[src/rtl/addr_wb_wu.sv]
// Write-back address generator for the LSTM weight-update stage: turns the stream of
// updated weights into sequential weight-memory writes with row-end markers and a done pulse.
module addr_wb_wu #(
    parameter int ADDR_WIDTH = 12,
    parameter int DATA_WIDTH = 16,
    parameter int TOTAL      = 2809,
    parameter int ROW_LEN    = 53
) (
    input  logic                  clk,
    input  logic                  rst_n,
    input  logic                  start,
    input  logic                  abort,
    input  logic                  i_valid,
    input  logic [DATA_WIDTH-1:0] i_data,
    output logic                  o_wr_en,
    output logic [ADDR_WIDTH-1:0] o_wr_addr,
    output logic [DATA_WIDTH-1:0] o_wr_data,
    output logic                  o_row_end,
    output logic                  o_busy,
    output logic                  o_done,
    output logic                  o_overrun
);

    typedef enum logic [1:0] {IDLE, RUN, DONE} state_t;

    localparam logic [ADDR_WIDTH-1:0] LAST_ADDR = ADDR_WIDTH'(TOTAL - 1);
    localparam logic [ADDR_WIDTH-1:0] LAST_COL  = ADDR_WIDTH'(ROW_LEN - 1);

    state_t                state, state_nxt;
    logic [ADDR_WIDTH-1:0] addr_cnt, addr_nxt;
    logic [ADDR_WIDTH-1:0] col_cnt, col_nxt;
    logic                  wr_fire;
    logic                  row_last;
    logic                  last_beat;
    logic                  ovr_set;
    logic                  ovr_clr;

    always_comb begin
        state_nxt = state;
        addr_nxt  = addr_cnt;
        col_nxt   = col_cnt;
        wr_fire   = 1'b0;
        ovr_set   = 1'b0;
        ovr_clr   = 1'b0;
        row_last  = (col_cnt == LAST_COL);
        last_beat = (addr_cnt == LAST_ADDR);

        if (abort) begin
            state_nxt = IDLE;
            addr_nxt  = '0;
            col_nxt   = '0;
        end else begin
            case (state)
                IDLE: begin
                    // A beat arriving with start is flagged but never written.
                    if (i_valid) ovr_set = 1'b1;
                    if (start) begin
                        state_nxt = RUN;
                        addr_nxt  = '0;
                        col_nxt   = '0;
                        ovr_clr   = 1'b1;
                    end
                end
                RUN: begin
                    if (i_valid) begin
                        wr_fire = 1'b1;
                        if (last_beat) begin
                            state_nxt = DONE;
                            addr_nxt  = '0;
                            col_nxt   = '0;
                        end else begin
                            addr_nxt = addr_cnt + 1'b1;
                            col_nxt  = row_last ? '0 : col_cnt + 1'b1;
                        end
                    end
                end
                DONE: begin
                    state_nxt = IDLE;
                    if (i_valid) ovr_set = 1'b1;
                end
                default: state_nxt = IDLE;
            endcase
        end
    end

    always_ff @(posedge clk or negedge rst_n) begin
        if (!rst_n) begin
            state     <= IDLE;
            addr_cnt  <= '0;
            col_cnt   <= '0;
            o_wr_en   <= 1'b0;
            o_wr_addr <= '0;
            o_wr_data <= '0;
            o_row_end <= 1'b0;
            o_busy    <= 1'b0;
            o_done    <= 1'b0;
            o_overrun <= 1'b0;
        end else begin
            state     <= state_nxt;
            addr_cnt  <= addr_nxt;
            col_cnt   <= col_nxt;
            o_wr_en   <= wr_fire;
            o_row_end <= wr_fire && (row_last || last_beat);
            if (wr_fire) begin
                o_wr_addr <= addr_cnt;
                o_wr_data <= i_data;
            end
            // Busy covers the DONE cycle so it drops exactly as done rises.
            o_busy <= (state_nxt == RUN) || (state_nxt == DONE);
            o_done <= (state == DONE) && !abort;
            if (ovr_set)
                o_overrun <= 1'b1;
            else if (ovr_clr)
                o_overrun <= 1'b0;
        end
    end

endmodule
[config.mk]
export PLATFORM = sky130hd
export DESIGN_NAME = addr_wb_wu
export DESIGN_NICKNAME = d
export VERILOG_FILES = /design/src/rtl/addr_wb_wu.sv
export SDC_FILE = /design/constraint.sdc
export NUM_CORES = 1
export LEC_CHECK = 0
export CORE_AREA = 2 2 74 76
export DETAILED_ROUTE_END_ITERATION = 12
export DIE_AREA = 0 0 76 78
export PLACE_DENSITY_LB_ADDON = 0.08
export SLEW_MARGIN = 40
export SYNTH_ARGS = -nofsm -noshare
export SYNTH_HDL_FRONTEND = slang
export SYNTH_SLANG_ARGS = --single-unit
export TNS_END_PERCENT = 20
[constraint.sdc]
create_clock -name clk -period 4.2 [get_ports clk]
set_clock_uncertainty 0.2 [all_clocks]
set_input_delay 1.05 -clock clk [delete_from_list [all_inputs] [get_ports clk]]
set_output_delay 1.05 -clock clk [all_outputs]
set_load 0.01 [all_outputs]
==> results.toml <==
[yosys]
synth_flop_cell = "dfrtp_1"
synth.avg_cell_area_um2 = 9.14
ys_seq_area_frac = 0.537
yosys.area.top_type_share = 0.537
synth.area.top_cells = "dfrtp_1 (54%), nand2_1 (14%), a31oi_1 (3.4%)"
synth_top_cell_by_area = "dfrtp_1"
yosysWarnings = 0
synth-edff-count = 0
ys_types = 45
synth_cells = 301
synth_nets = 326
synth_seq_cells = 59
async_flop_share = 1.00
netlist_area_um2 = 2750

[critical_path]
worstSetupEndpointType = "flop"
cp_max_fo = 18
crit_arrival_ns = 3.03
required_ns = 4.22
critPathKind = "input pin to flop"
crit_path_start_kind = "input pin"

[cells_and_area]
finalInstanceArea_um2 = 3530
drive_gt1_frac = 0.0776
post-route-util = 0.699
final_nets = 382
insertedDiodeCount = 0
final_common_cell = "nand2_1"
area_growth_pct = 28.2
final_cell_mix = "nand2_1 (103), dfrtp_1 (59), clkdlybuf4s50_1 (52), a31oi_1 (15), clkbuf_8 (12)"

[job]
cap_violations = 0

[power_and_ir_drop]
power_density_nw_per_um2 = 361
p_leak_nw = 1.57
p_total_mw = 1.27
ir_worst_vdd_mv = 0.299

[clock_network]
htree_levels = 3
clk_pin_slew_ns = 0.06
clock_sinks = 59
cts.path.max_buffers = 2
insertion_delay_ns = 0.32
cts_resized = 0
root_buffer = "clkbuf_8"
postCtsSetupBuffers = 0
cts_hold_buf = 0
numCtsBuffers = 9
cts_tree = "yes"

[route]
wl_per_cell_um = 14.3
drt_iter0_drc = 132
route.detailed.drc = 0
firstDrtPassIters = 4
vias_per_cell = 5.44
dr_total_vias = 2345
ant_nets = 0
routed_wl_um = 6150

[sta]
fmax_ghz = 0.333
finalMaxSlewViolations = 0
min_period_ns = 3.00
hold_violations = 0
tightest_slew_ns = 0.671
setup_violations = 0
rsz0062_at_grt = "no"
fin_crit_sh = 0.715
fin_setup_tns_ns = 0
worst_slack_ns = 1.20
max_slew_margin = 0.553

[global_routing]
overflow = 0
grt_usage = 0.229
grt_pass1_vias = 2240
antenna_found_initial = 0
grt_pass1_wl_um = 10700
grt_max_degree = 31

[placement]
post_dp_cell_area_um2 = 3340
post-dp-hpwl_um = 4310
io_buffers = 53
gp_congestion = 0.853
dp_slack_ns = 0.882

[floorplanning]
start_util = 0.545
ioPinCount = 54
die_height_um = 78
rows = 26
fp.dieW_um = 76
die_area_um2 = 5930
core_um2 = 5040

[run_status]
status = "finished clean"

[hold_path]
hp-class = "flop to flop"
## Yosys cell counts, types with 2 or more instances
| master | number |
|---|---|
| and4_1 | 3 |
| or3_1 | 2 |
| nand3_1 | 7 |
| o21ai_0 | 4 |
| o311ai_2 | 2 |
| buf_2 | 4 |
| dfrtp_1 | 59 |
| nand2b_1 | 2 |
| nor2_1 | 6 |
| and3_1 | 2 |
| o21a_1 | 3 |
| a22oi_1 | 2 |
| a21oi_1 | 12 |
| clkbuf_1 | 7 |
| o22ai_1 | 3 |
| nand4_1 | 9 |
| a22o_1 | 2 |
| a31oi_1 | 15 |
| inv_1 | 10 |
| o21ai_1 | 8 |
| nor3_1 | 7 |
| and2_1 | 3 |
| or4_1 | 2 |
| ha_1 | 4 |
| nand2_1 | 103 |
## flip-flops by register name (all words and copies together) (netlist names), 2 cells and up
name	cells
o_wr_data	16
addr_cnt	12
col_cnt	12
o_wr_addr	12
state	2
## where the power goes
part           internal (mW)  switching (mW)
clock                  0.258           0.207
sequential             0.605          0.0212
combinational         0.0967          0.0854
## final cells by class
| class | count | area [um2] |
|---|---|---|
| clock buffers | 13 | 169 |
| well taps | 70 | 87.6 |
| repair buffers | 58 | 563 |
| fillers | 416 | 1520 |
| multi-input cells | 218 | 1180 |
| inverters | 11 | 41.3 |
| flip-flops and latches | 59 | 1480 |
| clock inverters | 2 | 10.0 |
## through the flow
| stage | hold WS [ns] | instances |
|---|---|---|
| after global routing | 0.295 | 431 |
| after floorplan | 0.251 | 301 |
| after CTS | 0.277 | 431 |
| final | 0.272 | 431 |
| after detailed placement | 0.261 | 416 |
| after global placement | 0.257 | 416 |
## logic make-up (layout without fill, tap and decap cells)
kind of cell	after synthesis	in the layout	synth area share
AND/OR/NAND/NOR	154	154	0.259
XOR/XNOR	1	1	0.00319
multiplexers	1	1	0.00409
adder cells (fa/ha/maj)	4	4	0.0182
flip-flops	59	59	0.537
buffers and inverters	24	84	0.0359
AO/OA/AOI/OAI	58	58	0.142
## layer usage
metal | part of all wire | routed length [um] | GRT usage
met1 | 0.45 | 2790 | 0.306
met2 | 0.50 | 3050 | 0.376
met3 | 0.046 | 281 | 0.0465
met4 | 0.0052 | 32 | 0.0764
met5 | 0 | 0 | 0
## final timing paths
kind	cells past startpoint	endpoint	startpoint	slack (ns)
worst max-delay path	5	col_cnt[11]$_DFFE_PN0P_	abort	1.20
worst min-delay path	2	o_wr_data[12]$_DFFE_PN0P_	o_wr_data[12]$_DFFE_PN0P_	0.27
worst max register to register	6	col_cnt[11]$_DFFE_PN0P_	addr_cnt[0]$_DFFE_PN0P_	1.94
worst min register to register	2	o_wr_data[12]$_DFFE_PN0P_	o_wr_data[12]$_DFFE_PN0P_	0.27
max in group asynchronous	2	o_wr_data[4]$_DFFE_PN0P_	rst_n	2.41
min in group asynchronous	1	o_wr_data[3]$_DFFE_PN0P_	rst_n	0.55
## worst max-delay path, stage by stage
cell and delay [ns]:
clkdlybuf4s50_1 0.54, or3b_1 0.46, a31oi_4 0.48, nand3_4 0.21, o311ai_2 0.28
(Power assumes the default switching activity.)
